$ cat src/rtl/regwrite_arbiter_pkg.sv
//------------------------------------------------------------------------------
// regwrite_arbiter_pkg : shared types and bus widths for the RegFile write arbiter
// Rev 1.0 - initial release
//------------------------------------------------------------------------------
`default_nettype none

`ifndef REG_ADDR_BUS
`define REG_ADDR_BUS 4:0
`endif
`ifndef DATA_BUS
`define DATA_BUS 31:0
`endif
`ifndef REG_COUNT
`define REG_COUNT 32
`endif
`ifndef ZERO_REG_ADDR
`define ZERO_REG_ADDR 5'd0
`endif

package regwrite_arbiter_pkg;

  typedef enum logic [1:0] {
    ST_IDLE  = 2'd0,
    ST_COUNT = 2'd1,
    ST_DRAIN = 2'd2
  } starve_state_e;

  typedef struct packed {
    logic                en;
    logic [`REG_ADDR_BUS] addr;
    logic [`DATA_BUS]     data;
  } wr_req_t;

  // Writes to the hard-wired zero register are architecturally dead.
  function automatic logic is_live_addr(input logic [`REG_ADDR_BUS] a);
    return a != `ZERO_REG_ADDR;
  endfunction

endpackage

`default_nettype wire

$ cat src/rtl/regwrite_buffer.sv
//------------------------------------------------------------------------------
// regwrite_buffer : in-order secondary write FIFO with per-entry live bit,
// address-match kill and per-register pending mask.  Rev 1.0 - initial release
//------------------------------------------------------------------------------
`default_nettype none

`ifndef REG_ADDR_BUS
`define REG_ADDR_BUS 4:0
`endif
`ifndef DATA_BUS
`define DATA_BUS 31:0
`endif
`ifndef REG_COUNT
`define REG_COUNT 32
`endif

module regwrite_buffer
  import regwrite_arbiter_pkg::*;
#(
  parameter int unsigned DEPTH = 4
) (
  input  logic                  clk,
  input  logic                  rst,
  input  logic                  push_i,
  input  logic [`REG_ADDR_BUS]  push_addr_i,
  input  logic [`DATA_BUS]      push_data_i,
  input  logic                  pop_i,
  input  logic                  kill_en_i,
  input  logic [`REG_ADDR_BUS]  kill_addr_i,
  output logic                  full_o,
  output logic                  empty_o,
  output wr_req_t               head_o,
  output logic [`REG_COUNT-1:0] pending_mask_o
);

  localparam int unsigned AW = $clog2(DEPTH);

  logic [AW:0]          wr_ptr_q, rd_ptr_q;
  logic [`REG_ADDR_BUS] addr_q [DEPTH];
  logic [`DATA_BUS]     data_q [DEPTH];
  logic [DEPTH-1:0]     live_q;
  logic [AW-1:0]        wr_idx, rd_idx;
  logic                 push_ok, pop_ok;

  assign wr_idx  = wr_ptr_q[AW-1:0];
  assign rd_idx  = rd_ptr_q[AW-1:0];
  assign empty_o = (wr_ptr_q == rd_ptr_q);
  assign full_o  = (wr_ptr_q[AW] != rd_ptr_q[AW]) && (wr_idx == rd_idx);
  assign push_ok = push_i & ~full_o;
  assign pop_ok  = pop_i & ~empty_o;

  assign head_o.en   = live_q[rd_idx] & ~empty_o;
  assign head_o.addr = addr_q[rd_idx];
  assign head_o.data = data_q[rd_idx];

  // Live bits are cleared on pop, so live implies the slot is occupied.
  always_ff @(posedge clk) begin
    if (rst) begin
      wr_ptr_q <= '0;
      rd_ptr_q <= '0;
      live_q   <= '0;
    end else begin
      for (int i = 0; i < DEPTH; i++) begin
        if (kill_en_i && (addr_q[i] == kill_addr_i)) live_q[i] <= 1'b0;
      end
      if (pop_ok) begin
        live_q[rd_idx] <= 1'b0;
        rd_ptr_q       <= rd_ptr_q + 1'b1;
      end
      // A same-cycle push outranks the kill: the pushed value is the newer one.
      if (push_ok) begin
        addr_q[wr_idx] <= push_addr_i;
        data_q[wr_idx] <= push_data_i;
        live_q[wr_idx] <= 1'b1;
        wr_ptr_q       <= wr_ptr_q + 1'b1;
      end
    end
  end

  always_comb begin
    pending_mask_o = '0;
    for (int i = 0; i < DEPTH; i++) begin
      if (live_q[i]) pending_mask_o[addr_q[i]] = 1'b1;
    end
    pending_mask_o[0] = 1'b0;
  end

endmodule

`default_nettype wire

$ cat src/rtl/regwrite_arbiter.sv
//------------------------------------------------------------------------------
// regwrite_arbiter : fixed-priority WB / buffered secondary RegFile write mux.
// Optional anti-starvation guard: STARVE_GUARD_EN.  Rev 1.0 - initial release
//------------------------------------------------------------------------------
`default_nettype none

`ifndef REG_ADDR_BUS
`define REG_ADDR_BUS 4:0
`endif
`ifndef DATA_BUS
`define DATA_BUS 31:0
`endif
`ifndef REG_COUNT
`define REG_COUNT 32
`endif

module regwrite_arbiter
  import regwrite_arbiter_pkg::*;
#(
  parameter int unsigned DEPTH        = 4,
  parameter int unsigned STARVE_LIMIT = 8
) (
  input  logic                 clk,
  input  logic                 rst,
  input  logic                 wb_en,
  input  logic [`REG_ADDR_BUS] wb_addr,
  input  logic [`DATA_BUS]     wb_data,
  input  logic                 sec_valid,
  output logic                 sec_ready,
  input  logic [`REG_ADDR_BUS] sec_addr,
  input  logic [`DATA_BUS]     sec_data,
  input  logic [`REG_ADDR_BUS] query_addr_1,
  input  logic [`REG_ADDR_BUS] query_addr_2,
  output logic                 pending_1,
  output logic                 pending_2,
  output logic                 stall_wb,
  output logic                 write_en,
  output logic [`REG_ADDR_BUS] write_addr,
  output logic [`DATA_BUS]     write_data
);

  logic                  wb_live, buf_full, buf_empty, pop, push;
  wr_req_t               head, wr_d, wr_q;
  logic [`REG_COUNT-1:0] pending_mask;

  assign wb_live   = wb_en & is_live_addr(wb_addr);
  assign pop       = ~wb_live & ~buf_empty;
  assign sec_ready = ~buf_full & ~rst;
  // Zero-address requests complete the handshake but never occupy a slot.
  assign push      = sec_valid & sec_ready & is_live_addr(sec_addr);

  regwrite_buffer #(.DEPTH(DEPTH)) u_buffer (
    .clk            (clk),
    .rst            (rst),
    .push_i         (push),
    .push_addr_i    (sec_addr),
    .push_data_i    (sec_data),
    .pop_i          (pop),
    .kill_en_i      (wb_live),
    .kill_addr_i    (wb_addr),
    .full_o         (buf_full),
    .empty_o        (buf_empty),
    .head_o         (head),
    .pending_mask_o (pending_mask)
  );

  assign pending_1 = ~rst & pending_mask[query_addr_1];
  assign pending_2 = ~rst & pending_mask[query_addr_2];

  always_comb begin
    wr_d = '0;
    if (wb_live)              wr_d = '{en: 1'b1, addr: wb_addr, data: wb_data};
    else if (pop && head.en)  wr_d = head;
  end

  always_ff @(posedge clk) begin
    if (rst) wr_q <= '0;
    else     wr_q <= wr_d;
  end

  assign write_en   = wr_q.en;
  assign write_addr = wr_q.addr;
  assign write_data = wr_q.data;

`ifdef STARVE_GUARD_EN
  localparam int unsigned CNT_W = $clog2(STARVE_LIMIT + 1);

  starve_state_e state_q;
  logic [CNT_W-1:0] cnt_q, cnt_inc;
  logic             stall_q, blocked;

  assign blocked = wb_live & ~buf_empty;
  assign cnt_inc = (state_q == ST_IDLE) ? CNT_W'(1) : cnt_q + 1'b1;

  always_ff @(posedge clk) begin
    if (rst) begin
      state_q <= ST_IDLE;
      cnt_q   <= '0;
      stall_q <= 1'b0;
    end else begin
      stall_q <= 1'b0;
      case (state_q)
        ST_IDLE, ST_COUNT: begin
          if (!blocked) begin
            state_q <= ST_IDLE;
            cnt_q   <= '0;
          end else begin
            cnt_q <= cnt_inc;
            if (cnt_inc == CNT_W'(STARVE_LIMIT)) begin
              state_q <= ST_DRAIN;
              stall_q <= 1'b1;
            end else begin
              state_q <= ST_COUNT;
            end
          end
        end
        // The pipeline leaves the following cycle free, so the head drains then.
        ST_DRAIN: begin
          state_q <= ST_IDLE;
          cnt_q   <= '0;
        end
        default: begin
          state_q <= ST_IDLE;
          cnt_q   <= '0;
        end
      endcase
    end
  end

  assign stall_wb = stall_q;
`else
  logic unused_starve_limit;
  assign unused_starve_limit = ^STARVE_LIMIT;
  assign stall_wb = 1'b0;
`endif

endmodule

`default_nettype wire
$ cat config.mk
export PLATFORM = sky130hd
export DESIGN_NAME = regwrite_arbiter
export DESIGN_NICKNAME = d
export VERILOG_FILES = /design/src/rtl/regwrite_arbiter_pkg.sv /design/src/rtl/regwrite_buffer.sv /design/src/rtl/regwrite_arbiter.sv
export SDC_FILE = /design/constraint.sdc
export NUM_CORES = 1
export LEC_CHECK = 0
export BUFFER_PORTS_ARGS = -buffer_cell sky130_fd_sc_hd__clkbuf_2
export CORE_UTILIZATION = 53
export CTS_BUF_LIST = sky130_fd_sc_hd__clkbuf_16
export DETAILED_ROUTE_END_ITERATION = 6
export GPL_ROUTABILITY_DRIVEN = 0
export HOLD_SLACK_MARGIN = 0.08
export PLACE_DENSITY = 0.85
export SYNTH_ARGS = -nofsm -noshare
export SYNTH_HDL_FRONTEND = slang
export SYNTH_SLANG_ARGS = --single-unit
export TNS_END_PERCENT = 100
$ cat constraint.sdc
create_clock -name clk -period 8.1 [get_ports clk]
set_input_delay 1.62 -clock clk [delete_from_list [all_inputs] [get_ports clk]]
set_output_delay 1.62 -clock clk [all_outputs]
set_load 0.005 [all_outputs]
==> results of run 1 <==
-- how the worst max path moves through the flow --
stage | to | startpoint | slack, ns | depth (start not counted)
3_5_place_dp | pending_1 | query_addr_1[1] | 3.34 | 7
3_3_place_gp | pending_1 | query_addr_1[1] | 3.38 | 7
5_1_grt | pending_1 | rst | 3.19 | 8
2_1_floorplan | pending_1 | query_addr_1[1] | 3.56 | 6
4_1_cts | pending_1 | query_addr_1[1] | 3.34 | 7
6_report | pending_1 | query_addr_1[1] | 3.33 | 7
-- stage by stage --
stage,hold slack [ns],util
6_report,0.556,0.620
5_1_grt,0.595,0.620
4_1_cts,0.571,0.620
3_5_place_dp,0.531,0.587
3_3_place_gp,0.513,0.587
2_1_floorplan,0.498,-
-- cell families (layout without fill, tap and decap cells) --
group / Yosys count / in the layout / synth area share
buffers and inverters: 70 / 175 / 0.0327
flip-flops: 198 / 198 / 0.598
AND/OR/NAND/NOR: 182 / 182 / 0.104
AO/OA/AOI/OAI: 132 / 132 / 0.107
XOR/XNOR: 27 / 27 / 0.0260
adder cells (fa/ha/maj): 8 / 8 / 0.0110
multiplexers: 52 / 52 / 0.121
other: 1 / 1 / 0.000412
-- routing by layer --
layer / routed length [um] / vias up / global-route usage
met3: 2020 / 55 / 0.0467
met4: 416 / 0 / 0.0971
met1: 7840 / 3101 / 0.305
met2: 10800 / 386 / 0.417
met5: 0 / - / 0
li1: - / 2820 / -
-- layout make-up --
cell class	count	area [um2]
clock buffers	17	425
multi-input cells	402	3370
clock inverters	14	123
fillers	1224	6340
well taps	220	275
repair buffers	133	678
inverters	11	41.3
flip-flops and latches	198	5450
-- state kept, by name, indices dropped and copies added (netlist names), named ones only --
| name | flops |
|---|---|
| u_buffer.rd_ptr_q | 3 |
| write_addr | 5 |
| u_buffer.addr_q | 20 |
| u_buffer.live_q | 4 |
| write_data | 32 |
| u_buffer.data_q | 128 |
| write_en | 1 |
| u_buffer.wr_ptr_q | 3 |
-- worst register-to-register path, cell delays in order, from the launching register on --
cell     delay, ns
dfxtp_1       0.47
xor2_1        0.23
nor2_1        0.06
a21oi_1       0.23
o311a_1       0.34
nand2_1       0.15
inv_1         0.45
buf_4         0.47
-- report_power, final --
group	leakage (nW)	switching, mW	internal (mW)
logic	1.54	0.120	0.116
clock network	0.275	0.357	0.425
registers	1.75	0.0276	1.12
total	3.57	0.505	1.66
-- layout by cell type (no fill, tap or decap), types with 15 or more instances in the layout --
master and n:
o22ai_1 28, nor3_1 21, nor2_1 71, clkbuf_2 128, a21oi_1 15, a221oi_1 21
clkbuf_16 17, mux4_2 46, dfxtp_1 48, edfxtp_1 148, nand2_1 16, a22oi_1 41
==> run metrics, run 1 <==
Antenna diodes 0; Hold EP u_buffer.rd_ptr_q[2]$_SDFFE_PP0P_; Final Total Pwr ~2.2 mW; DRT Pass-1 Iters 6; Layout area overhead 13.7%; power density cells 209 nW/um2; register-to-register setup slack approximately 5.3 ns; DIE WIDTH 133 um; clk sinks roughly 200; I/O Buffers roughly 130; crit-path max FO 9; # rows 47; ys async rst share 0; ys flop type edfxtp_1; Setup violations, final 0; share of layout cells above drive strength 1 0.284; RR Endpoint u_buffer.data_q[3][6]$_DFFE_PP_; Die Y 133 um; die area ~18,000 um2; drt initial violations roughly 650; post-route minimum period between 4 and 5 ns; starting density of the core 0.545; top cell types by occurrence after synthesis 148 x edfxtp_1, 71 x nor2_1, 50 x dfxtp_1; worst-path cell chain clkbuf_2 > inv_1 > mux4_2 > a32oi_1 > a41oi_1 > o21ai_1 > clkbuf_2; worst hold path class register to register; area leader, netlist edfxtp_1; initial antenna violation count 0; worst path bufs/invs 3; Hold Fails Final Rpt 0; residual DRC count 0; htree depth 4; critical path's top delay family compound AO/OA/AOI/OAI gates; first-pass GRT wire length 32,700 um; Slew Viols, Final 0; post-CTS setup buffer count 0; final net count around 860; non-filler instance count after layout just under 1,000; fmax 210 MHz; Worst Skew ~0.013 ns; Mapped Nets roughly 770; Worst Min Path Start u_buffer.rd_ptr_q[2]$_SDFFE_PP0P_; TritonCTS clock tree built; Worst-path clk slew roughly 0.060 ns; static leakage 3.57 nW; Place WS ~3.3 ns; largest cells by area after synthesis edfxtp_1 49%, mux4_2 11%, dfxtp_1 11%; slowest CP cell mux4_2; dpl hpwl 13,700 um; startpoint types input port; Reg2Reg Launch Point u_buffer.rd_ptr_q[0]$_SDFFE_PP0P_; gr usage total 0.244; Crit path required time between 6 and 7 ns; Max transition margin 0.286; RSZ-0062 raised after global routing no; CP Data Arrival Time 3.15 ns; R2R depth 7; most used cell, CP clkbuf_2; final worst path period share 0.588; Final ANT Viol Nets 0; top-count cell post-synth edfxtp_1; hold depth 2; CTS Buf Count 17; worst-margin pin slew around 1.1 ns; Yosys cell types 57; vias per inst 6.39; final WL 21,100 um; GR Overflow Total 0; I/O Pins 130; status complete, no violations; vias in the first global route ~6,300; DP Area just under 10,000 um2; Inst Count DP a little under 1,000; crit path setup slack, layout 3.33 ns; post-synthesis cell area 9110 um2; Core Region between 15,000 and 20,000 um2; Final Cell Area 10,400 um2; largest net degree at the start of global routing 56; syn avg cell area ~14 um2; Critical Path End Type primary output; Vias roughly 6,400; Setup TNS 0 ns; Skew-Pair Late Insertion Delay roughly 0.43 ns; post-synth top area share 0.488; drt wl/cell 21.2 um; synth warn 0; Crit Path Category input port to primary output; post-synthesis register bit count between 150 and 200; EDFF count, synth 148; CTS root buffer clkbuf_16; Peak VDD IR approximately 0.25 mV; Synth Instances 670; cts repair resizes 0; CTS Hold Buffers Added 0; clock tree buffer depth 2; Max Cap Violations 0; slowest stage delay, CP 0.52 ns; post-synthesis sequential area ratio 0.598
No activity file was read; power rests on OpenSTA's default activity.
==> run 2: changes to the inputs <==
--- a/config.mk
+++ b/config.mk
@@ -6,12 +6,12 @@
 export NUM_CORES = 1
 export LEC_CHECK = 0
 export BUFFER_PORTS_ARGS = -buffer_cell sky130_fd_sc_hd__clkbuf_2
-export CORE_UTILIZATION = 53
+export CORE_UTILIZATION = 52
 export CTS_BUF_LIST = sky130_fd_sc_hd__clkbuf_16
 export DETAILED_ROUTE_END_ITERATION = 6
 export GPL_ROUTABILITY_DRIVEN = 0
 export HOLD_SLACK_MARGIN = 0.08
-export PLACE_DENSITY = 0.85
+export PLACE_DENSITY = 0.86
 export SYNTH_ARGS = -nofsm -noshare
 export SYNTH_HDL_FRONTEND = slang
 export SYNTH_SLANG_ARGS = --single-unit
==> constraint.sdc (replaced) <==
create_clock -name clk -period 4.1 [get_ports clk]
set_input_delay 0.82 -clock clk [delete_from_list [all_inputs] [get_ports clk]]
set_output_delay 0.82 -clock clk [all_outputs]
set_load 0.005 [all_outputs]
==> run 2 against run 1 <==
Via count increased by 0.69%; design area increased by 1.2%; final cell count is 1.2% higher; clock power rose by 110%; critical path depth unchanged; combinational power is 100% higher; power is 100% higher; hold slack worse by 0.0079 ns; sequential share of layout area decreased by 0.62 points; critical path type is now register to primary output.
==> run metrics, run 2 (synthesized netlist as in run 1, its figures left out) <==
residual DRC count 0 (unchanged); die area 18,000 um2 (was 17,700 um2); largest net degree at the start of global routing 39 (was 56); drt initial violations 776 (was 645); worst hold path class register to register (unchanged); starting density of the core 0.530 (was 0.545); Crit path required time 3.28 ns (was 6.48 ns); clock tree buffer depth 2 (unchanged); DIE WIDTH 134 um (was 133 um); final WL 21,900 um (was 21,100 um); most frequent cells in the layout 148 x edfxtp_1, 128 x clkbuf_2, 71 x nor2_1 (unchanged); share of layout cells above drive strength 1 0.293 (was 0.284); Vias 6,406 (was 6,362); max reg flops 128 (unchanged); Reg2Reg Launch Point u_buffer.rd_ptr_q[0]$_SDFFE_PP0P_ (unchanged); Antenna diodes 0 (unchanged); crit path setup slack, layout 0.0928 ns (was 3.33 ns); slowest stage delay, CP 0.70 ns (was 0.52 ns); register name with the most flops u_buffer.data_q (unchanged); DRT Pass-1 Iters 6 (unchanged); Die Y 134 um (was 133 um); power density cells 423 nW/um2 (was 209 nW/um2); worst-path cell chain nor4bb_1 > a221oi_1 > mux4_2 > a32oi_1 > a41oi_1 > o21ai_1 > clkbuf_2 (was clkbuf_2 > inv_1 > mux4_2 > a32oi_1 > a41oi_1 > o21ai_1 > clkbuf_2); Worst Min Path Start u_buffer.rd_ptr_q[2]$_SDFFE_PP0P_ (unchanged); Hold WS 0.549 ns (was 0.556 ns); Hold Fails Final Rpt 0 (unchanged); gr usage total 0.252 (was 0.244); cts repair resizes 0 (unchanged); vias per inst 6.36 (was 6.39); CTS Buf Count 17 (unchanged); startpoint types register (was input port); Inst Count DP 975 (was 964); Max transition margin 0.360 (was 0.286); CP Data Arrival Time 3.19 ns (was 3.15 ns); slowest CP cell nor4bb_1 (was mux4_2); Place WS 0.742 ns (was 3.34 ns); Slew Viols, Final 0 (unchanged); most common cell after layout, fill and taps aside edfxtp_1 (unchanged); Setup TNS 0 ns (unchanged); worst-margin pin slew 0.960 ns (was 1.07 ns); initial antenna violation count 0 (unchanged); Max Cap Violations 0 (unchanged); status complete, no violations (unchanged); Worst-path clk slew 0.07 ns (was 0.06 ns); first-pass GRT wire length 34,000 um (was 32,700 um); I/O Buffers 128 (unchanged); Skew-Pair Late Insertion Delay 0.44 ns (was 0.43 ns); Final ANT Viol Nets 0 (unchanged); non-filler instance count after layout 1,007 (was 995); dpl hpwl 14,900 um (was 13,700 um); CP startpoint u_buffer.addr_q[1][2]$_DFFE_PP_ (was query_addr_1[1]); Worst Skew 0.0137 ns (was 0.0129 ns); post-route minimum period 4.01 ns; Layout area overhead 15.1% (was 13.7%); htree depth 4 (unchanged); Crit Path Category register to primary output (was input port to primary output); CTS root buffer clkbuf_16 (unchanged); Peak VDD IR 0.366 mV (was 0.252 mV); Core Region 17,200 um2 (was 16,700 um2); final net count 865 (was 859); vias in the first global route 6,364 (was 6,261); TritonCTS clock tree built (unchanged); Setup violations, final 0 (unchanged); RSZ-0062 raised after global routing no (unchanged); CTS Hold Buffers Added 0 (unchanged); static leakage 3.62 nW (was 3.57 nW); GR Overflow Total 0 (unchanged); register-to-register setup slack 1.36 ns (was 5.34 ns); final worst path period share 0.977; fmax roughly 250 MHz; post-layout util 0.610 (was 0.620); I/O Pins 130 (unchanged); # rows 48 (was 47); Critical Path End Type primary output (unchanged); post-CTS setup buffer count 0 (unchanged); clk sinks 198 (unchanged); drt wl/cell 21.8 um (was 21.2 um); crit-path max FO 11 (was 9)
## run 2: cell count changes in the layout (fill, tap and decap cells not counted)
cell        before  now
buf_4            5   10
buf_12           0    1
clkinv_4         0    2
inv_1           12   10
clkinvlp_4       2    1
clkinv_8         0    2
inv_12           0    1
inv_8            1    3
clkinv_2         3    0
## run 2: final timing paths
kind,endpoint,cells past startpoint
min reg2reg,u_buffer.rd_ptr_q[2]$_SDFFE_PP0P_,2
max reg2reg,u_buffer.data_q[1][29]$_DFFE_PP_,6
min,u_buffer.rd_ptr_q[2]$_SDFFE_PP0P_,2
max,pending_1,7
## run 2: through the flow
stage / instance area, um2 / power [mW]
2_1_floorplan: 9110 / 2.62
3_3_place_gp: 9870 / 2.78
4_1_cts: 10500 / 4.45
6_report: 10500 / 4.43
3_5_place_dp: 9870 / 2.79
5_1_grt: 10500 / 4.56
## run 2: layout make-up
| class | instances | area [um2] |
|---|---|---|
| inverter | 11 | 41.3 |
| multi-input combinational | 402 | 3370 |
| tap | 225 | 282 |
| clock inverter | 15 | 181 |
| timing repair buffer | 139 | 736 |
| clock buffer | 17 | 425 |
| sequential | 198 | 5450 |
| fill | 1300 | 6700 |
## run 2: layer usage
layer | global-route usage | up-vias | wire length [um]
met5 | 0 | - | 0
met3 | 0.0642 | 56 | 2110
met4 | 0.0930 | 0 | 529
met1 | 0.319 | 3120 | 8460
li1 | - | 2837 | -
met2 | 0.421 | 393 | 10800
## run 2: report_power, final
| part | switching (mW) | total, mW | leakage, nW | internal [mW] |
|---|---|---|---|---|
| Sequential | 0.0575 | 2.27 | 1.75 | 2.21 |
| Clock | 0.802 | 1.68 | 0.294 | 0.880 |
| Combinational | 0.247 | 0.482 | 1.57 | 0.235 |
| Total | 1.11 | 4.43 | 3.62 | 3.33 |
## run 2: worst max-delay path, delay by kind of cell, from the launching register on
| kind | cells | cell delay [ns] |
|---|---|---|
| compound gates | 4 | 0.82 |
| buf+inv | 1 | 0.15 |
| flops | 1 | 0.56 |
| mux | 1 | 0.52 |
| simple gates | 1 | 0.70 |
